## src/rtl/hiscore_ram_bridge.sv

```systemverilog
// Responder side of the hiscore RAM-access protocol: stalls the CPU, drains its
// in-flight bus cycle, then lends the work-RAM port to the hiscore engine.
module hiscore_ram_bridge #(
   parameter logic [15:0] RAM_BASE     = 16'h6000,
   parameter int unsigned RAM_AW       = 11,
   parameter int unsigned DRAIN_CYCLES = 8
) (
   input  logic              clock_12mhz,
   input  logic              reset,
   input  logic [RAM_AW-1:0] cpu_addr,
   input  logic              cpu_we,
   input  logic [7:0]        cpu_din,
   output logic [7:0]        cpu_dout,
   output logic              cpu_hold,
   output logic [RAM_AW-1:0] ram_addr,
   output logic              ram_we,
   output logic [7:0]        ram_din,
   input  logic [7:0]        ram_dout,
   input  logic [15:0]       hs_address,
   input  logic [7:0]        hs_data_in,
   input  logic              hs_write_enable,
   input  logic              hs_read_intent,
   input  logic              hs_write_intent,
   output logic [7:0]        hs_data_out,
   output logic              hs_granted
);

   localparam int unsigned CNT_W    = (DRAIN_CYCLES > 1) ? $clog2(DRAIN_CYCLES) : 1;
   localparam logic [16:0] WIN_SIZE = 17'(2 ** RAM_AW);

   typedef enum logic [1:0] {
      IDLE,
      DRAIN,
      OWN,
      RELEASE
   } state_t;

   state_t            state;
   state_t            state_next;
   logic [CNT_W-1:0]  cnt;
   logic [CNT_W-1:0]  cnt_next;
   logic              intent;
   logic [15:0]       offset;
   logic              in_win;
   logic              in_win_q;

   assign intent   = hs_read_intent | hs_write_intent;
   assign cpu_dout = ram_dout;

   // Addresses below RAM_BASE wrap to large offsets and fall outside the window.
   assign offset = hs_address - RAM_BASE;
   assign in_win = {1'b0, offset} < WIN_SIZE;

   always_ff @(posedge clock_12mhz or posedge reset) begin
      if (reset) begin
         state <= IDLE;
         cnt   <= '0;
      end else begin
         state <= state_next;
         cnt   <= cnt_next;
      end
   end

   always_comb begin
      state_next = state;
      cnt_next   = cnt;
      case (state)
         IDLE: begin
            if (intent) begin
               state_next = DRAIN;
               cnt_next   = CNT_W'(DRAIN_CYCLES - 1);
            end
         end
         DRAIN: begin
            if (!intent) begin
               state_next = RELEASE;
            end else if (cnt == '0) begin
               state_next = OWN;
            end else begin
               cnt_next = cnt - CNT_W'(1);
            end
         end
         OWN: begin
            if (!intent) begin
               state_next = RELEASE;
            end
         end
         RELEASE: begin
            state_next = IDLE;
         end
         default: begin
            state_next = IDLE;
         end
      endcase
   end

   // RAM port belongs to the CPU except while owned; reset suppresses any write.
   always_comb begin
      ram_addr = cpu_addr;
      ram_we   = cpu_we;
      ram_din  = cpu_din;
      if (state == OWN) begin
         ram_addr = offset[RAM_AW-1:0];
         ram_we   = hs_write_enable & in_win;
         ram_din  = hs_data_in;
      end
      if (reset) begin
         ram_we = 1'b0;
      end
   end

   always_ff @(posedge clock_12mhz or posedge reset) begin
      if (reset) begin
         cpu_hold    <= 1'b0;
         hs_granted  <= 1'b0;
         hs_data_out <= 8'h00;
         in_win_q    <= 1'b0;
      end else begin
         cpu_hold   <= (state_next != IDLE);
         hs_granted <= (state_next == OWN);
         in_win_q   <= (state == OWN) & in_win;
         if (state == OWN) begin
            hs_data_out <= in_win_q ? ram_dout : 8'h00;
         end
      end
   end

endmodule

```

## config.mk

```make
export PLATFORM = sky130hd
export DESIGN_NAME = hiscore_ram_bridge
export DESIGN_NICKNAME = d
export VERILOG_FILES = /design/src/rtl/hiscore_ram_bridge.sv
export SDC_FILE = /design/constraint.sdc
export NUM_CORES = 1
export LEC_CHECK = 0
export ABC_AREA = 1
export CAP_MARGIN = 30
export CORE_ASPECT_RATIO = 0.8
export CORE_MARGIN = 4
export CORE_UTILIZATION = 28
export DETAILED_ROUTE_END_ITERATION = 8
export PLACE_DENSITY = 0.76
export SYNTH_ARGS = -nofsm -noshare
export SYNTH_HDL_FRONTEND = slang
export SYNTH_SLANG_ARGS = --single-unit
```

## constraint.sdc

```tcl
create_clock -name clock_12mhz -period 1.3 [get_ports clock_12mhz]
set_input_delay 0.325 -clock clock_12mhz [delete_from_list [all_inputs] [get_ports clock_12mhz]]
set_output_delay 0.325 -clock clock_12mhz [all_outputs]
set_load 0.01 [all_outputs]
```

==> impl_results.md <==
- Synth Register Bits: 16
- Initial DRC count: 20
- Synth warn: 0
- Worst Hold Slack: 430 ps
- Slew margin rel.: 0.817
- Antenna violations before repair: 0
- Ports: 95
- Clock Tree Buf Depth: 2
- Global Route Usage Sum: 0.143
- First-pass GRT wire length: between 5000 and 6000 um
- Synthesized cell area: 1080 um^2
- Num CTS Buffers: 3
- Fillers: 330
- Reg2Reg Depth: 8
- Met3 WL: about 390 um
- Routed WL: 3680 um
- M1 wire length: 1520 um
- Clk_skew: between 3 and 4 ps
- Routability congestion estimate from global placement: 0.785
- Die H: 63.6 um
- Post-DP HPWL: 2850 um
- CTS tree: done
- Sink Count: 16
- Placed cell areas: 2070 um^2
- Final Hold Viols: 0
- Syn_area_per_cell: 6.80 um^2
- Vias in the first global route: 1,233
- Cell total after placement: 294
- Violations in the final reports: negative setup slack
- Least-Margin Pin Slew: 274 ps
- Minimum clock period: 1580 ps
- Met2 wire len: 1750 um
- Cts hold-fix bufs: 0
- Crit path kind: in2out
- Worst EP arrival: ~1300 ps
- Final WS setup: -279 ps
- Total grt overflow: 0
- Worst vdd ir: 0.000839 V
- Top sig layer: met4
- Critical path fanouts, max: 2
- Post-synthesis sequential area ratio: 0.370
- Area delta synth->final: 99.8%
- Wire length per cell: 12.1 um
- Post-route cell area: between 2000 and 2500 um^2
- Maxcap violations: 0
- Final ANT Viol Nets: 0
- Hold Crit Class: in2async
- Die X: 77.5 um
- Largest net degree at the start of global routing: 17
- Starting Density: 0.303
- Drt drc: 0
- Startpoint Class: input port
- Avg Vias per Cell: ~4.4
- CTS H-tree lvls: 1
- R2r startpoint: state[1]
- CTS Root Cell: clkbuf_8
- Clock-pin slew on the worst setup and hold paths: 60 ps
- Core box area: 3570 um^2
- FMAX: roughly 0.63 GHz
- Unrepaired setup endpoints after global routing: true
- Cells after synthesis: 159
- Drt first pass iters: 4
- Final slew viol count: 0
- ANT cells: 0
- Syn_nets: 219
- Setup tns final: -4970 ps
- PwrDens: 1310 nW/um^2
- Row Count: 19
- Nets: about 320
- Leak pwr: 0.00112 uW
- Synth cell types: 21
- Non-filler cells, final: 304
- Final setup fails: 20
- Crit path capture type: primary output
- Clk_lat worst skew: 250 ps
- Final period utilization: 1.21
- Die ar.: 4930 um^2
- FF-to-FF End: state[1]
- Outcome: finished with violations
- Worst EP required: 980 ps
- Via count: 1,329
- Fraction of layout cells with a size suffix above 1: 0.340
- Reg2Reg Setup Slack: ~20 ps
- I/O Buffers: between 90 and 100
- Util after Layout: 0.606
metrics by stage:
stage | total power [uW] | setup WS, ps
5_1_grt | 3030 | -344
6_report | 2820 | -279
3_3_place_gp | 2180 | -1120
3_5_place_dp | 2210 | -1150
4_1_cts | 2600 | -281
2_1_floorplan | 1460 | -79.3
area by class of cell:
type | instances | area, um^2 | area share
Sequential cell | 16 | 400 | 0.185
Timing Repair Buffer | 114 | 981 | 0.454
Tap cell | 42 | 52.6 | 0.0243
Multi-Input combinational cell | 115 | 619 | 0.287
Inverter | 13 | 51.3 | 0.0238
Clock buffer | 4 | 55.1 | 0.0255
placed cells by master (no fill, tap or decap), types with 2 or more instances in the layout:
cell / count
inv_1: 9
nor2_4: 4
clkbuf_8: 4
dfrtp_1: 16
inv_2: 3
dlygate4sd2_1: 13
clkdlybuf4s50_1: 51
ha_1: 2
buf_4: 16
nand2_2: 19
buf_6: 9
buf_2: 24
nor2_1: 4
o21ai_1: 3
o21ai_0: 9
nand2_1: 63
critical path, cell delays in order:
cell     delay, ps
buf_4          120
ha_4           220
nor2_1          90
nand2_1         70
nor2_2         110
nand3_2         70
a21oi_2        100
buf_2          140
per-layer routing:
layer	up-vias	GRT usage
li1	682	-
met4	0	0.0333
met5	-	0
met3	4	0.0627
met1	582	0.159
met2	61	0.252
Yosys cell counts, drive strengths merged:
master / n / area [um^2]
a21oi: 2 / 25.0
and2: 1 / 6.26
buf: 15 / 118
dfrtp: 16 / 400
ha: 3 / 37.5
inv: 13 / 48.8
nand2: 83 / 314
nand3: 2 / 15.0
nor2: 9 / 36.3
o21ai: 13 / 65.1
o22ai: 1 / 6.26
xor2: 1 / 8.76
power breakdown:
part / switching, uW / internal [uW]
Sequential: 54.4 / 624
Clock: 175 / 269
Combinational: 874 / 827
Total: 1100 / 1720
how the worst max path moves through the flow:
stage                     slack (ps)  cells past startpoint     end            from
after floorplan                  -80                      6  ram_we  hs_address[13]
after global placement         -1120                      8  ram_we  hs_address[13]
after detailed placement       -1150                      8  ram_we  hs_address[13]
final                           -280                      8  ram_we  hs_address[13]
after global routing            -340                      6  ram_we        state[0]
after CTS                       -280                      6  ram_we        state[0]
cell families (layout without fill, tap and decap cells):
kind of cell,after synthesis,count (layout),share of synthesized area
adder cells (fa/ha/maj),3,3,0.0347
flip-flops,16,16,0.370
AO/OA/AOI/OAI,16,16,0.0891
XOR/XNOR,1,1,0.00810
buffers and inverters,28,131,0.154
AND/OR/NAND/NOR,95,95,0.344
timing repair:
item                                    4_1_cts  5_1_grt
cloned                                        1        0
buffers inserted                              4        3
gates resized for setup                     155       28
pin swaps                                     7        9
endpoints found under the setup margin       39       32
state kept, by name, indices dropped and copies added (netlist names):
| register | count |
|---|---|
| cpu_hold | 1 |
| in_win_q | 1 |
| hs_granted | 1 |
| state | 2 |
| cnt | 3 |
| hs_data_out | 8 |
No activity file was read; power rests on OpenSTA's default activity.
